===== src/rtl/count_event_logger.sv =====
// Watches counter samples for wrap/threshold/direction events and queues them for a valid/ready sink.
// Event visible on evt_valid 1 cycle after its sample; COUNT_EVT_STEP_CHECK_EN adds STEP_ERR (code 4).
module count_event_logger #(
  parameter int               WIDTH  = 8,
  parameter int               DEPTH  = 4,
  parameter logic [WIDTH-1:0] THRESH = 8'd128
) (
  input  logic                       clk,
  input  logic                       rst,
  input  logic                       up_down,
  input  logic [WIDTH-1:0]           count_in,
  input  logic                       evt_ready,
  input  logic                       clr_ovf,
  output logic                       evt_valid,
  output logic [2:0]                 evt_code,
  output logic [WIDTH-1:0]           evt_count,
  output logic                       ovf,
  output logic [7:0]                 drop_cnt,
  output logic [$clog2(DEPTH):0]     level
);

  localparam int PW = $clog2(DEPTH);
  localparam int LW = PW + 1;
  localparam logic [WIDTH-1:0] MAXV = '1;

  typedef enum logic {S_PRIME, S_RUN} state_t;

  typedef struct packed {
    logic [2:0]       code;
    logic [WIDTH-1:0] cnt;
  } entry_t;

  state_t           state_q;
  logic [WIDTH-1:0] prev_count_q;
  logic             prev_dir_q;
  entry_t           mem_q [DEPTH];
  logic [PW-1:0]    wr_ptr_q, rd_ptr_q, rd_ptr_d;
  logic [LW-1:0]    level_q, level_d;
  entry_t           head_q, head_d;
  logic             ovf_q, ovf_d;
  logic [7:0]       drop_q, drop_d;

  logic   run;
  logic   ev_wrap_up, ev_wrap_dn, ev_thr, ev_dir, ev_step;
  logic [2:0] n_ev;
  logic   push_req, do_push, do_pop, lost;
  entry_t push_ent;
  logic [2:0] drop_inc;
  logic [8:0] drop_sum;

  always_comb begin
    run        = (state_q == S_RUN);
    ev_wrap_up = run && up_down && (prev_count_q == MAXV) && (count_in == '0);
    ev_wrap_dn = run && !up_down && (prev_count_q == '0) && (count_in == MAXV);
    ev_thr     = run && (count_in == THRESH) && (prev_count_q != THRESH);
    ev_dir     = run && (up_down != prev_dir_q);
`ifdef COUNT_EVT_STEP_CHECK_EN
    // Wraps fall out naturally from modular +/-1, so they are never step errors.
    ev_step    = run && !ev_dir &&
                 (up_down ? (count_in != prev_count_q + WIDTH'(1))
                          : (count_in != prev_count_q - WIDTH'(1)));
`else
    ev_step    = 1'b0;
`endif
    n_ev = 3'(ev_step) + 3'(ev_wrap_up) + 3'(ev_wrap_dn) + 3'(ev_thr) + 3'(ev_dir);
    push_req = (n_ev != 3'd0);

    push_ent.cnt = count_in;
    if (ev_step)         push_ent.code = 3'd4;
    else if (ev_wrap_up) push_ent.code = 3'd0;
    else if (ev_wrap_dn) push_ent.code = 3'd1;
    else if (ev_thr)     push_ent.code = 3'd2;
    else                 push_ent.code = 3'd3;

    do_pop  = (level_q != '0) && evt_ready;
    do_push = push_req && ((level_q != LW'(DEPTH)) || do_pop);
    lost    = push_req && !do_push;

    level_d  = level_q + LW'(do_push) - LW'(do_pop);
    rd_ptr_d = rd_ptr_q + PW'(do_pop);

    // Head register keeps the last entry visible once the queue drains.
    if (level_d == '0)
      head_d = head_q;
    else if ((level_q - LW'(do_pop)) == '0)
      head_d = push_ent;
    else
      head_d = mem_q[rd_ptr_d];

    drop_inc = (push_req ? n_ev - 3'd1 : 3'd0) + 3'(lost);
    drop_sum = {1'b0, drop_q} + 9'(drop_inc);
    drop_d   = drop_sum[8] ? 8'hFF : drop_sum[7:0];

    ovf_d = lost ? 1'b1 : (clr_ovf ? 1'b0 : ovf_q);
  end

  always_ff @(posedge clk) begin
    if (rst) begin
      state_q      <= S_PRIME;
      prev_count_q <= '0;
      prev_dir_q   <= 1'b0;
      wr_ptr_q     <= '0;
      rd_ptr_q     <= '0;
      level_q      <= '0;
      head_q       <= '0;
      ovf_q        <= 1'b0;
      drop_q       <= '0;
    end else begin
      state_q      <= S_RUN;
      prev_count_q <= count_in;
      prev_dir_q   <= up_down;
      wr_ptr_q     <= wr_ptr_q + PW'(do_push);
      rd_ptr_q     <= rd_ptr_d;
      level_q      <= level_d;
      head_q       <= head_d;
      ovf_q        <= ovf_d;
      drop_q       <= drop_d;
    end
  end

  always_ff @(posedge clk) begin
    if (!rst && do_push) mem_q[wr_ptr_q] <= push_ent;
  end

  assign evt_valid = (level_q != '0);
  assign evt_code  = head_q.code;
  assign evt_count = head_q.cnt;
  assign ovf       = ovf_q;
  assign drop_cnt  = drop_q;
  assign level     = level_q;

endmodule

===== config.mk =====
export PLATFORM = sky130hd
export DESIGN_NAME = count_event_logger
export DESIGN_NICKNAME = d
export VERILOG_FILES = /design/src/rtl/count_event_logger.sv
export SDC_FILE = /design/constraint.sdc
export NUM_CORES = 1
export LEC_CHECK = 0
export CORE_ASPECT_RATIO = 0.75
export CORE_MARGIN = 4
export CORE_UTILIZATION = 40
export CTS_CLUSTER_DIAMETER = 60
export DETAILED_ROUTE_END_ITERATION = 8
export PLACE_DENSITY_LB_ADDON = 0.05
export SYNTH_ARGS = -nofsm -noshare
export SYNTH_HDL_FRONTEND = slang
export SYNTH_SLANG_ARGS = --single-unit

===== constraint.sdc =====
create_clock -name clk -period 5.1 [get_ports clk]
set_input_delay 1.02 -clock clk [delete_from_list [all_inputs] [get_ports clk]]
set_output_delay 1.02 -clock clk [all_outputs]
set_load 0.01 [all_outputs]

==> flow_summary.yaml, run 1 <==
power:
  p_leak_nw: 1.67
  powerDensity_nw_per_um2: 477
  power_w: 0.00198
  ir_drop_v: 0.000286
  clkPwrFrac_pct: 21.3
  p_switching_w: 0.000663
  p_seq_share_pct: 37.8
  sw_frac_of_total_pct: 33.4
  p_int_w: 0.00132
  comb_power_share_pct: 40.9
finish:
  antenna_cells: 0
  nets: 349
  fin_util_pct: 52.6
  drive_above_1_share_pct: 20.9
  area_growth_pct: 27.5
detailed_routing:
  drt_iter0_markers: 121
  viasPerCell: 4.83
  firstDrtPassIters: 4
  vias: 2075
  ant_nets: 0
  drc: 0
  routedWlPerCell_um: 15.5
  wirelength_um: 6670
cts:
  numClockSinks: 76
  cts_root_buffer: "clkbuf_8"
  cts_hold_buf: 0
  clkTransAtPathRegs_ns: 0.08
  clockBufferDepth: 2
  htree_levels: 3
  clk_latency_ns: 0.35
  cts_tree: "yes"
  numCtsBuffers: 9
yosys:
  synth-seq-cells: 76
  async_flop_share_pct: 0
  syn-instance-count: 251
  syn-num-nets: 280
  syn-cell-area_um2: 3260
  synth-seq-area-share_pct: 58.9
  synth_edf_count: 40
  synthDistinctLibCells: 40
  yosys_warnings: 0
  synth-main-ff-cell: "edfxtp_1"
  avgSynthCellArea_um2: 13.0
place:
  place.gp.congestion: 0.768
  dp_hpwl_um: 4710
  port_buffers: 35
outcome:
  status: "finished clean"
grt:
  grt_pass1_wl_um: 11300
  grt_max_degree: 33
  antenna_found_initial: 0
  track_usage_pct: 15.4
  grt_remaining_overflow: 0
  grt_pass1_vias: 2106
floorplanning:
  num_rows: 28
  boundaryPins: 37
  die_h_um: 86.2
  coreArea_um2: 7920
  dieWidth_um: 112
  start_util_pct: 41.2
  die_area_um2: 9680
setup_path:
  crit_top_cell: "ha_1"
  r2r_setup_slack_ns: 0.90
  cp_max_fo: 6
  max_stage_delay_ns: 0.55
  worstSetupStartpointType: "input pin"
  arrival_ns: 5.06
  crit_type: "in2reg"
  slowest_stage: "clkdlybuf4s50_1"
  critPathCaptureType: "flip-flop"
  worstPathRequired_ns: 5.36
  crit_chain: "clkdlybuf4s50_1 > nand4b_1 > nor3_1 > nand4_1 > fa_1 > inv_1 > ha_1 > ha_1 > nor3_2 > nand2b_1 > ha_1 > inv_1 > ha_1 > fa_1 > xnor2_1 > xnor2_1 > nand2_2 > buf_4 > a211oi_1"
timing:
  finalSetupViolCount: 0
  clock.fmax_ghz: 0.208
  layout_min_cycle_time_ns: 4.80
  tightest_slew_ns: 0.784
  skew_ns: 0.0105
  period_share_pct: 94.0
  finalHoldViolCount: 0
  slew_viol_final: 0
  slew-limit-headroom_pct: 47.6
  hold_ws_ns: 0.501
  tns_ns: 0
job:
  cap_violations: 0
hold_path:
  hold_path.class: "reg2reg"
==> path summary, 6_finish.rpt <==
check                  start  depth (start not counted)      endpoint
max reg2reg  prev_count_q[4]                         19  evt_count[0]
min reg2reg     evt_count[0]                          2  evt_count[0]
min             evt_count[0]                          2  evt_count[0]
max              count_in[2]                         19  evt_count[0]
==> final cells by class <==
type / instances / area (um2)
Clock inverter: 7 / 58.8
Clock buffer: 9 / 124
Timing Repair Buffer: 68 / 612
Sequential cell: 76 / 1920
Tap cell: 105 / 131
Fill cell: 730 / 3760
Multi-Input combinational cell: 148 / 1250
Inverter: 17 / 63.8
==> cell usage after synthesis (2+ instances only) <==
master	instances	share of area, %
a211oi_1	11	2.5
a21o_1	2	0.46
a21oi_1	7	1.1
and2_1	2	0.38
and3_1	3	0.58
buf_1	2	0.23
buf_4	4	0.92
clkbuf_1	3	0.35
dfxtp_1	36	22
edfxtp_1	40	37
fa_1	3	1.8
ha_1	13	5.0
inv_1	17	2.0
mux2i_1	9	2.8
mux4_2	10	6.9
nand2_1	12	1.4
nand3_1	2	0.31
nand4_1	2	0.38
nand4b_1	3	0.81
nor2_1	25	2.9
nor2b_1	13	2.5
nor3_1	5	0.77
nor4_1	2	0.38
xnor2_1	5	1.3
xor2_1	5	1.3
==> routing by layer <==
layer  track usage, %  vias up  share of wire (%)
met5                0        -                  0
met4             5.57        0                1.6
met3             4.12       10                5.0
met2             22.0       35                 43
met1             22.5      989                 50
li1                 -     1041                  -
==> registers in the layout, indices dropped and copies added, names as in the netlist, 2 cells and up <==
signal,count
rd_ptr_q,2
mem_q,40
evt_count,8
evt_code,2
wr_ptr_q,2
drop_cnt,8
level,3
prev_count_q,8
==> repair_timing <==
item	CTS	global route
hold endpoints to repair	0	0
resized for setup	0	8
setup endpoints to repair	0	18
setup buffers	0	1
==> worst max-delay path: cells and delay by family <==
| kind | cells | cell delay [ns] |
|---|---|---|
| buffers and inverters | 4 | 0.81 |
| XOR/XNOR | 2 | 0.38 |
| AO/OA/AOI/OAI | 1 | 0.19 |
| AND/OR/NAND/NOR | 6 | 0.79 |
| adder cells (fa/ha/maj) | 6 | 1.86 |
==> kinds of logic after synthesis <==
family / share of synthesized area, %
compound gates: 4.79
buf+inv: 3.60
other cells: 0.115
fa+ha+maj: 6.83
mux: 9.66
simple gates: 13.4
xor+xnor: 2.68
flops: 58.9
==> layout by cell type, fill, tap and decap left out, types with 4 or more instances in the layout <==
| cell type | instances |
|---|---|
| clkdlybuf4s50_1 | 31 |
| mux4_2 | 10 |
| nand2_1 | 11 |
| nor2b_1 | 13 |
| dlymetal6s2s_1 | 4 |
| clkbuf_8 | 9 |
| edfxtp_1 | 40 |
| a211oi_1 | 11 |
| nor2_1 | 25 |
| a21oi_1 | 7 |
| dfxtp_1 | 36 |
| nor3_1 | 4 |
| xor2_1 | 5 |
| mux2i_1 | 9 |
| buf_4 | 32 |
| xnor2_1 | 5 |
| inv_1 | 17 |
| ha_1 | 13 |
==> power groups by stage <==
stage                     clock network (W)  logic [W]  registers (W)
after global routing               0.000469   0.000902       0.000760
after floorplan                           0   0.000509       0.000779
after detailed placement                  0   0.000809       0.000766
after global placement                    0   0.000810       0.000764
final                              0.000423   0.000812       0.000750
after CTS                          0.000440   0.000814       0.000752
==> stage by stage <==
stage	worst slack (ns)	instance area [um2]	instances
6_report	0.304	4160	430
4_1_cts	0.0196	4130	429
5_1_grt	-0.0124	4160	430
2_1_floorplan	0.299	3260	251
3_3_place_gp	-0.262	3940	413
3_5_place_dp	-0.335	3940	413
Power figures use the tool's default switching activity.
==> run 2: changes to the inputs <==
--- a/config.mk
+++ b/config.mk
@@ -6,11 +6,11 @@
 export NUM_CORES = 1
 export LEC_CHECK = 0
 export CORE_ASPECT_RATIO = 0.75
-export CORE_MARGIN = 4
 export CORE_UTILIZATION = 40
 export CTS_CLUSTER_DIAMETER = 60
 export DETAILED_ROUTE_END_ITERATION = 8
 export PLACE_DENSITY_LB_ADDON = 0.05
+export SKIP_LAST_GASP = 1
 export SYNTH_ARGS = -nofsm -noshare
 export SYNTH_HDL_FRONTEND = slang
 export SYNTH_SLANG_ARGS = --single-unit
==> run 2 against run 1 <==
Against the previous run: total power grew 7.2%; critical path depth is the same; routed wire length shrank 2.0%; clock skew shrank 0.0011 ns; sequential share of layout area shrank 0.74 points; cell area grew 1.6%; non-clock buffer count is the same; setup slack lost 0.028 ns; largest power group unchanged.
==> flow_summary.yaml, run 2 (same netlist as run 1, synthesis figures left out) <==
floorplanning:
  die_area_um2: 8530
  boundaryPins: 37
  dieWidth_um: 106
  coreArea_um2: 7880
  die_h_um: 80.2
  start_util_pct: 41.4
  num_rows: 28
job:
  cap_violations: 0
timing:
  finalSetupViolCount: 0
  tightest_slew_ns: 0.883
  hold_ws_ns: 0.489
  clock.fmax_ghz: 0.207
  period_share_pct: 94.6
  finalHoldViolCount: 0
  fin_ws_ns: 0.276
  slew_viol_final: 0
  slew-limit-headroom_pct: 40.9
  grt_setup_unrepaired: "false"
  layout_min_cycle_time_ns: 4.82
  skew_ns: 0.00944
finish:
  drive_above_1_share_pct: 22.8
  fin_cells: 430
  area_growth_pct: 29.6
  nets: 349
  fin_util_pct: 53.7
  layout_common_cells: "edfxtp_1 (40), dfxtp_1 (36), buf_4 (32)"
  top_register: "mem_q"
  layout_commonest_cell: "edfxtp_1"
  largest_reg_flops: 40
  antenna_cells: 0
cts:
  cts_tree: "yes"
  clk_latency_ns: 0.35
  cts_root_buffer: "clkbuf_8"
  numCtsBuffers: 9
  cts_hold_buf: 0
  clkTransAtPathRegs_ns: 0.08
  htree_levels: 3
  numClockSinks: 76
  clockBufferDepth: 2
power:
  powerDensity_nw_per_um2: 503
  ir_drop_v: 0.000270
  power_w: 0.00213
  p_leak_nw: 1.71
detailed_routing:
  routedWlPerCell_um: 15.2
  wirelength_um: 6540
  firstDrtPassIters: 4
  vias: 2096
  ant_nets: 0
  drt_iter0_markers: 80
  drc: 0
  viasPerCell: 4.87
place:
  placed_cells: 412
  pre_cts_ws_ns: -0.336
  port_buffers: 35
  place.gp.congestion: 0.784
  dp_hpwl_um: 4580
setup_path:
  crit_type: "in2reg"
  cp_max_fo: 16
  worstPathRequired_ns: 5.36
  critPathCaptureType: "flip-flop"
  arrival_ns: 5.08
  worstSetupStartpointType: "input pin"
grt:
  grt_pass1_vias: 2007
  grt_pass1_wl_um: 10500
  track_usage_pct: 16.9
  grt_remaining_overflow: 0
  antenna_found_initial: 0
  grt_max_degree: 20
hold_path:
  hold_path.class: "reg2reg"
outcome:
  status: "finished clean"
## run 2: what timing repair did
item	CTS	global route
setup buffers	0	2
resized for setup	0	16
endpoints found under the setup margin	0	18
## run 2: layer usage
| layer | vias to the layer above | GRT usage (%) | part of all wire (%) |
|---|---|---|---|
| met5 | - | 0 | 0 |
| met4 | 0 | 4.58 | 0.93 |
| met3 | 7 | 5.44 | 3.3 |
| met2 | 29 | 25.2 | 43 |
| met1 | 1025 | 23.7 | 52 |
| li1 | 1035 | - | - |
## run 2: worst max-delay path: stages
cell,delay (ns)
clkdlybuf4s50_1,0.54
nand4b_1,0.11
nor3_1,0.19
nand4_1,0.18
fa_1,0.53
inv_1,0.04
ha_1,0.18
ha_1,0.30
nor3_2,0.05
nand2b_1,0.15
ha_1,0.28
inv_1,0.04
ha_1,0.18
fa_1,0.38
xnor2_1,0.15
xnor2_1,0.23
nand2_2,0.13
buf_12,0.17
a211oi_1,0.22
## run 2: power by group
part           leakage [nW]  internal, W  total (W)  switching, W
Sequential            0.666     0.000710   0.000751     0.0000411
Clock                 0.103     0.000274   0.000490      0.000216
Combinational         0.937     0.000478   0.000886      0.000408
## run 2: worst paths after layout
| path | start | to | slack [ns] | cells after the start |
|---|---|---|---|---|
| min | ovf | ovf | 0.49 | 2 |
| min reg2reg | ovf | ovf | 0.49 | 2 |
| max | count_in[0] | evt_count[7] | 0.28 | 19 |
| max reg2reg | prev_count_q[4] | evt_count[7] | 0.90 | 19 |
## run 2: layout make-up
cell class,instances,area [um2]
multi-input cells,148,1280
inverters,17,63.8
well taps,105,131
repair buffers,68,623
fillers,706,3650
clock inverters,5,77.6
clock buffers,11,131
flip-flops and latches,76,1920
## run 2: stage by stage
step,cell area [um2],TNS [ns]
finish,4230,0
global route,4230,0
CTS,4160,0
detailed placement,3950,-5.01
global placement,3950,-3.40
floorplan,3260,0
